$ cat src/rtl/hub75_rx_monitor_if.sv
`default_nettype none
// ============================================================================
//  Module      : hub75_rx_monitor_if
//  Description : HUB75 panel-side inputs and decoded monitor outputs.
//                The master drives the panel lines; the monitor is the slave.
//  Revision    : 1.0  initial release
// ============================================================================
interface hub75_rx_monitor_if #(
    parameter int ON_W = 16
);
    // Panel lines (asynchronous to the monitor clock) and error clear
    logic            hclk_in;
    logic            latch_in;
    logic            oe_in;
    logic [5:0]      rgb_in;
    logic [4:0]      addr_in;
    logic            err_clr;

    // Decoded pixel / line reports
    logic            pix_valid;
    logic [6:0]      pix_col;
    logic [5:0]      pix_rgb;
    logic            line_valid;
    logic [4:0]      line_row;
    logic [6:0]      line_count;
    logic [ON_W-1:0] on_cycles;
    logic            err_len;
    logic            err_oe;

    modport master (
        output hclk_in, latch_in, oe_in, rgb_in, addr_in, err_clr,
        input  pix_valid, pix_col, pix_rgb, line_valid, line_row,
               line_count, on_cycles, err_len, err_oe
    );

    modport slave (
        input  hclk_in, latch_in, oe_in, rgb_in, addr_in, err_clr,
        output pix_valid, pix_col, pix_rgb, line_valid, line_row,
               line_count, on_cycles, err_len, err_oe
    );
endinterface
`default_nettype wire

$ cat src/rtl/hub75_rx_monitor.sv
`default_nettype none
// ============================================================================
//  Module      : hub75_rx_monitor
//  Description : Passive HUB75 receive monitor. Synchronizes the panel lines,
//                reports every captured pixel, per-line pixel counts, OE
//                on-time between latches and sticky length / OE errors.
//  Revision    : 1.0  initial release
// ============================================================================
module hub75_rx_monitor #(
    parameter int COLS = 64,
    parameter int ON_W = 16
) (
    input  wire logic         clk,
    input  wire logic         rst_n,
    hub75_rx_monitor_if.slave bus
);

    // Column counter is 8 bits so that COLS+1 fits even for COLS = 127
    localparam logic [7:0]      C_COLS     = 8'(COLS);
    localparam logic [7:0]      C_COLS_SAT = 8'(COLS + 1);
    localparam logic [ON_W-1:0] C_ON_MAX   = '1;
    localparam logic [ON_W-1:0] C_ON_ONE   = ON_W'(1);

    // Synchronizer stages
    logic       hclk_s1_q, hclk_s2_q, hclk_s3_q;
    logic       latch_s1_q, latch_s2_q, latch_s3_q;
    logic       oe_s1_q, oe_s2_q;
    logic [5:0] rgb_s1_q, rgb_s2_q;
    logic [4:0] addr_s1_q, addr_s2_q;

    // Counters and output registers
    logic [7:0]      col_cnt_q, col_cnt_d;
    logic [ON_W-1:0] on_cnt_q, on_cnt_d;
    logic            pix_valid_q, pix_valid_d;
    logic [6:0]      pix_col_q, pix_col_d;
    logic [5:0]      pix_rgb_q, pix_rgb_d;
    logic            line_valid_q, line_valid_d;
    logic [4:0]      line_row_q, line_row_d;
    logic [6:0]      line_count_q, line_count_d;
    logic [ON_W-1:0] on_cycles_q, on_cycles_d;
    logic            err_len_q, err_len_d;
    logic            err_oe_q, err_oe_d;

    logic w_hclk_rise;
    logic w_latch_rise;

    assign w_hclk_rise  = hclk_s2_q & ~hclk_s3_q;
    assign w_latch_rise = latch_s2_q & ~latch_s3_q;

    // Bring all panel lines into the clk domain; hclk/latch get a third stage
    always_ff @(posedge clk or negedge rst_n) begin
        if (!rst_n) begin
            hclk_s1_q  <= 1'b0;
            hclk_s2_q  <= 1'b0;
            hclk_s3_q  <= 1'b0;
            latch_s1_q <= 1'b0;
            latch_s2_q <= 1'b0;
            latch_s3_q <= 1'b0;
            oe_s1_q    <= 1'b0;
            oe_s2_q    <= 1'b0;
            rgb_s1_q   <= 6'd0;
            rgb_s2_q   <= 6'd0;
            addr_s1_q  <= 5'd0;
            addr_s2_q  <= 5'd0;
        end else begin
            hclk_s1_q  <= bus.hclk_in;
            hclk_s2_q  <= hclk_s1_q;
            hclk_s3_q  <= hclk_s2_q;
            latch_s1_q <= bus.latch_in;
            latch_s2_q <= latch_s1_q;
            latch_s3_q <= latch_s2_q;
            oe_s1_q    <= bus.oe_in;
            oe_s2_q    <= oe_s1_q;
            rgb_s1_q   <= bus.rgb_in;
            rgb_s2_q   <= rgb_s1_q;
            addr_s1_q  <= bus.addr_in;
            addr_s2_q  <= addr_s1_q;
        end
    end

    // Pixel capture, line closing, OE on-time and sticky error next-state.
    // The pixel path runs first so a coincident latch sees the updated count.
    always_comb begin
        col_cnt_d    = col_cnt_q;
        on_cnt_d     = on_cnt_q;
        pix_valid_d  = 1'b0;
        pix_col_d    = pix_col_q;
        pix_rgb_d    = pix_rgb_q;
        line_valid_d = 1'b0;
        line_row_d   = line_row_q;
        line_count_d = line_count_q;
        on_cycles_d  = on_cycles_q;
        err_len_d    = err_len_q & ~bus.err_clr;
        err_oe_d     = err_oe_q & ~bus.err_clr;

        if (w_hclk_rise) begin
            if (col_cnt_q < C_COLS) begin
                pix_valid_d = 1'b1;
                pix_col_d   = col_cnt_q[6:0];
                pix_rgb_d   = rgb_s2_q;
                col_cnt_d   = col_cnt_q + 8'd1;
            end else if (col_cnt_q < C_COLS_SAT) begin
                col_cnt_d   = col_cnt_q + 8'd1;
            end
        end

        if (!oe_s2_q && (on_cnt_q != C_ON_MAX)) begin
            on_cnt_d = on_cnt_q + C_ON_ONE;
        end

        if (w_latch_rise) begin
            line_valid_d = 1'b1;
            line_row_d   = addr_s2_q;
            // Only reachable with COLS = 127: clamp to the 7-bit output range
            line_count_d = col_cnt_d[7] ? 7'h7f : col_cnt_d[6:0];
            on_cycles_d  = on_cnt_d;
            if (col_cnt_d != C_COLS) begin
                err_len_d = 1'b1;
            end
            if (!oe_s2_q) begin
                err_oe_d = 1'b1;
            end
            col_cnt_d = 8'd0;
            on_cnt_d  = '0;
        end
    end

    // State and output registers
    always_ff @(posedge clk or negedge rst_n) begin
        if (!rst_n) begin
            col_cnt_q    <= 8'd0;
            on_cnt_q     <= '0;
            pix_valid_q  <= 1'b0;
            pix_col_q    <= 7'd0;
            pix_rgb_q    <= 6'd0;
            line_valid_q <= 1'b0;
            line_row_q   <= 5'd0;
            line_count_q <= 7'd0;
            on_cycles_q  <= '0;
            err_len_q    <= 1'b0;
            err_oe_q     <= 1'b0;
        end else begin
            col_cnt_q    <= col_cnt_d;
            on_cnt_q     <= on_cnt_d;
            pix_valid_q  <= pix_valid_d;
            pix_col_q    <= pix_col_d;
            pix_rgb_q    <= pix_rgb_d;
            line_valid_q <= line_valid_d;
            line_row_q   <= line_row_d;
            line_count_q <= line_count_d;
            on_cycles_q  <= on_cycles_d;
            err_len_q    <= err_len_d;
            err_oe_q     <= err_oe_d;
        end
    end

    assign bus.pix_valid  = pix_valid_q;
    assign bus.pix_col    = pix_col_q;
    assign bus.pix_rgb    = pix_rgb_q;
    assign bus.line_valid = line_valid_q;
    assign bus.line_row   = line_row_q;
    assign bus.line_count = line_count_q;
    assign bus.on_cycles  = on_cycles_q;
    assign bus.err_len    = err_len_q;
    assign bus.err_oe     = err_oe_q;

endmodule
`default_nettype wire

$ cat src/flat_wrapper.sv
// flat-port wrapper written by rule: the top's interface ports become plain ports
module hub75_rx_monitor_flat 
#(
    parameter int COLS = 64,
    parameter int ON_W = 16
)
  (clk, rst_n, bus_hclk_in, bus_latch_in, bus_oe_in, bus_rgb_in, bus_addr_in, bus_err_clr, bus_pix_valid, bus_pix_col, bus_pix_rgb, bus_line_valid, bus_line_row, bus_line_count, bus_on_cycles, bus_err_len, bus_err_oe);
  hub75_rx_monitor_if #(.ON_W(ON_W)) bus_i ();
  input  wire logic clk;
  input  wire logic rst_n;
  input wire logic [$bits(bus_i.hclk_in)-1:0] bus_hclk_in;
  input wire logic [$bits(bus_i.latch_in)-1:0] bus_latch_in;
  input wire logic [$bits(bus_i.oe_in)-1:0] bus_oe_in;
  input wire logic [$bits(bus_i.rgb_in)-1:0] bus_rgb_in;
  input wire logic [$bits(bus_i.addr_in)-1:0] bus_addr_in;
  input wire logic [$bits(bus_i.err_clr)-1:0] bus_err_clr;
  output wire logic [$bits(bus_i.pix_valid)-1:0] bus_pix_valid;
  output wire logic [$bits(bus_i.pix_col)-1:0] bus_pix_col;
  output wire logic [$bits(bus_i.pix_rgb)-1:0] bus_pix_rgb;
  output wire logic [$bits(bus_i.line_valid)-1:0] bus_line_valid;
  output wire logic [$bits(bus_i.line_row)-1:0] bus_line_row;
  output wire logic [$bits(bus_i.line_count)-1:0] bus_line_count;
  output wire logic [$bits(bus_i.on_cycles)-1:0] bus_on_cycles;
  output wire logic [$bits(bus_i.err_len)-1:0] bus_err_len;
  output wire logic [$bits(bus_i.err_oe)-1:0] bus_err_oe;
  assign bus_i.hclk_in = bus_hclk_in;
  assign bus_i.latch_in = bus_latch_in;
  assign bus_i.oe_in = bus_oe_in;
  assign bus_i.rgb_in = bus_rgb_in;
  assign bus_i.addr_in = bus_addr_in;
  assign bus_i.err_clr = bus_err_clr;
  assign bus_pix_valid = bus_i.pix_valid;
  assign bus_pix_col = bus_i.pix_col;
  assign bus_pix_rgb = bus_i.pix_rgb;
  assign bus_line_valid = bus_i.line_valid;
  assign bus_line_row = bus_i.line_row;
  assign bus_line_count = bus_i.line_count;
  assign bus_on_cycles = bus_i.on_cycles;
  assign bus_err_len = bus_i.err_len;
  assign bus_err_oe = bus_i.err_oe;
  hub75_rx_monitor #(.COLS(COLS), .ON_W(ON_W)) u_core (.clk(clk), .rst_n(rst_n), .bus(bus_i));
endmodule
$ cat config.mk
export PLATFORM = sky130hd
export DESIGN_NAME = hub75_rx_monitor_flat
export DESIGN_NICKNAME = d
export VERILOG_FILES = /design/src/rtl/hub75_rx_monitor_if.sv /design/src/rtl/hub75_rx_monitor.sv /design/src/flat_wrapper.sv
export SDC_FILE = /design/constraint.sdc
export NUM_CORES = 1
export LEC_CHECK = 0
export ABC_CLOCK_PERIOD_IN_PS = 1900
export BUFFER_PORTS_ARGS = -buffer_cell sky130_fd_sc_hd__buf_4
export CORE_MARGIN = 2
export CORE_UTILIZATION = 40
export DETAILED_ROUTE_END_ITERATION = 6
export MAX_ROUTING_LAYER = met4
export PLACE_DENSITY = 0.67
export SLEW_MARGIN = 20
export SYNTH_ARGS = -nofsm -noshare
export SYNTH_HDL_FRONTEND = slang
export SYNTH_SLANG_ARGS = --single-unit
$ cat constraint.sdc
create_clock -name clk -period 1.9 [get_ports clk]
set_input_delay 0 -clock clk [delete_from_list [all_inputs] [get_ports clk]]
set_output_delay 0 -clock clk [all_outputs]
set_load 0.02 [all_outputs]
==> impl_metrics.csv <==
group,metric,value,unit
worst_setup_path,reg2reg_from,"u_core.on_cnt_q[4]",
grt,grt_pass1_wl,12100,um
timing,rsz0062_at_grt,"true",
timing,finalCritPeriodShare,0.952,
floorplanning,die_h,101,um
floorplanning,fp.coreArea,0.00924,mm2
cells_and_area,seq_area,0.00248,mm2
power,power.density,1010,mW/mm2
placement,post-dp-hpwl,4860,um
floorplanning,die_w,101,um
logic_synthesis,synthAdderAreaFrac,0.00989,
drt,drt_iter0_drc,92,
logic_synthesis,yosysSeqAreaShare,0.653,
cells_and_area,fillers,820,
worst_setup_path,cp_num_buf_inv,0,
worst_setup_path,endpoint_kind,"flop",
grt,grt_overflow,0,
placement,placed_area,0.00445,mm2
cells_and_area,multi_input_area,0.00122,mm2
grt,antenna_found_initial,0,
worst_setup_path,cp.arrival,2.05,ns
logic_synthesis,muxShareOfSynthArea,0.0439,
status,status,"finished, final reports clean",
drt,wl_per_cell,13.5,um
clock_network,clkSinkCount,99,
logic_synthesis,synth_edf_count,0,
logic_synthesis,syn_area_per_cell,12.2,um2
grt,grt_usage,0.158,
worst_setup_path,required,2.14,ns
cells_and_area,layout_common_cells,"dfrtp_1, buf_4, nor2_1",
logic_synthesis,synth_top_area_frac,0.653,
timing,min_period,1.81,ns
worst_hold_path,hold_class,"primary input to async pin",
worst_setup_path,cp_cell_sequence,"nand4_2 -> or4b_4 -> a211oi_2 -> xnor2_1 -> o21ai_1",
logic_synthesis,synth-seq-cells,99,
drt,ant_nets,0,
logic_synthesis,syn_area,0.00379,mm2
drt,routed_wl,7240,um
timing,max-slew-margin-rel,0.590,
cells_and_area,fin_area,0.00484,mm2
logic_synthesis,synth_ff_type,"dfrtp_1",
drt,viasPerCell,4.72,
timing,skew,0.00665,ns
logic_synthesis,synthCells,312,
drt,firstDrtPassIters,6,
floorplanning,rows,35,
cells_and_area,final_common_cell,"dfrtp_1",
logic_synthesis,synth_simple_gate_area_share,0.147,
drt,drc,0,
logic_synthesis,synth_top_family_by_area,"simple AND/OR/NAND/NOR gates",
clock_network,clk_pin_slew,0.10,ns
cells_and_area,instances_no_fill,535,
clock_network,clock_path_buffers,2,
timing,clock.fmax,553,MHz
clock_network,tritoncts,"yes",
cells_and_area,nNetsFinal,421,
logic_synthesis,synth_warnings,0,
worst_setup_path,worst-setup-path-type,"flop to flop",
logic_synthesis,ys_async_sr_fraction,1.00,
drt,num_vias,2525,
timing,slew_viol_final,0,
worst_setup_path,path_max_fanout,4,
cells_and_area,layout-area-overhead-vs-synth,27.5,%
logic_synthesis,synth-xor-area-share,0.0415,
worst_setup_path,setup.worst_path.start,"u_core.on_cnt_q[4]",
clock_network,numCtsBuffers,9,
placement,dp_cells,503,
clock_network,clk_latency,0.36,ns
worst_setup_path,cpLargestDelayFamily,"simple AND/OR/NAND/NOR gates",
worst_setup_path,critPathSlowestCell,"or4b_4",
power,p_leak,2.22,nW
logic_synthesis,synth_nets,332,
logic_synthesis,synth-compound-area-share,0.0785,
placement,port_buffers,61,
clock_network,cts_setup_buffers,0,
floorplanning,start_util,0.411,
timing,finalHoldViolations,0,
grt,grt_max_degree,47,
cells_and_area,antenna_cells,0,
placement,gp_congestion,0.952,
logic_synthesis,synthTopCellsByArea,"dfrtp_1, mux2_2, nor2_1",
timing,setup_violations,0,
placement,place_ws,0.0977,ns
logic_synthesis,yosys.area.top_type,"dfrtp_1",
cells_and_area,drive_above_1_share,0.288,
clock_network,htree_levels,3,
worst_setup_path,start_kind,"flop",
run,cap_viol_max_count,0,
power,ir_worst_vdd,0.575,mV
worst_setup_path,cp_slowest_stage_delay,0.59,ns
floorplanning,ioPinCount,62,
logic_synthesis,ys_types,46,
timing,setup_ws,0.0904,ns
timing,tightestPinTransition,0.613,ns
grt,grt_pass1_vias,2478,
clock_network,cts-root-buf,"clkbuf_8",
timing,fin_tns_setup,0,ns
cells_and_area,fin_util,0.524,
floorplanning,dieArea,0.0103,mm2
==> worst register-to-register path, stage by stage (launching register included) <==
cell and delay [ns]:
dfrtp_1 0.42, nand4_2 0.16, or4b_4 0.59, a211oi_2 0.25, xnor2_1 0.19, o21ai_1 0.09
==> state kept, by name, summed over array words and instances, names as in the netlist, 6 cells and up <==
signal	flops
u_core.bus.on_cycles	16
u_core.on_cnt_q	16
u_core.col_cnt_q	8
u_core.bus.line_count	7
u_core.bus.pix_col	7
u_core.bus.pix_rgb	6
u_core.rgb_s1_q	6
u_core.rgb_s2_q	6
==> stage by stage <==
step                      power, mW  hold slack (ns)
final                          4.88            0.108
after global placement         3.38          -0.0279
after floorplan                3.00           -0.296
after CTS                      4.95            0.111
after detailed placement       3.41          -0.0289
after global routing           5.16            0.151
==> cells in the mapped netlist, types with 2 or more instances <==
cell	n
a21oi_1	12
xor2_1	5
dfrtp_1	99
nand4_1	2
a31oi_1	2
o21ai_1	3
mux2_2	13
o22ai_1	2
a211oi_2	3
nand2b_1	4
nor2_1	37
dlygate4sd1_1	2
nand2_1	36
clkbuf_1	5
inv_1	9
xnor2_1	13
ha_1	3
buf_2	2
mux2i_1	2
nor3_1	4
nor4_1	2
and3_1	2
nand3_1	8
nor2b_1	2
o21ai_0	16
nor4b_1	4
==> where the power goes <==
part | switching, mW | leakage, nW | internal [mW]
registers | 0.149 | 1.25 | 2.32
clock network | 0.737 | 0.109 | 0.761
logic | 0.508 | 0.859 | 0.407
total | 1.39 | 2.22 | 3.49
==> worst paths after layout <==
check	to	slack, ns	cells after the start
max	u_core.bus.on_cycles[13]	0.09	5
min	u_core.bus.pix_col[6]	0.11	2
max reg2reg	u_core.bus.on_cycles[13]	0.09	5
min reg2reg	u_core.addr_s2_q[3]	0.36	0
max in group asynchronous	u_core.bus.line_count[4]	1.14	3
min in group clk	u_core.addr_s1_q[3]	0.29	2
==> layer usage <==
layer  track usage  share of wire
met5             -              0
met1         0.210           0.47
met2         0.238           0.47
met4        0.0634          0.011
met3        0.0352          0.042
==> cells by family after synthesis <==
family | count (synthesis)
mux | 15
xor+xnor | 18
fa+ha+maj | 3
flops | 99
buf+inv | 20
simple gates | 111
compound gates | 46
==> final cells by class <==
type,instances,area share
Timing Repair Buffer,89,0.149
Multi-Input combinational cell,193,0.252
Clock inverter,6,0.0199
Tap cell,129,0.0334
Sequential cell,99,0.513
Clock buffer,10,0.0264
Inverter,9,0.00698
==> what timing repair did <==
| action | CTS | global route |
|---|---|---|
| hold endpoints to repair | 91 | 0 |
| setup endpoints to repair | 0 | 7 |
| gates resized for setup | 0 | 3 |
| hold buffers | 16 | 0 |
Note: power is estimated with default switching activity, not from simulation.
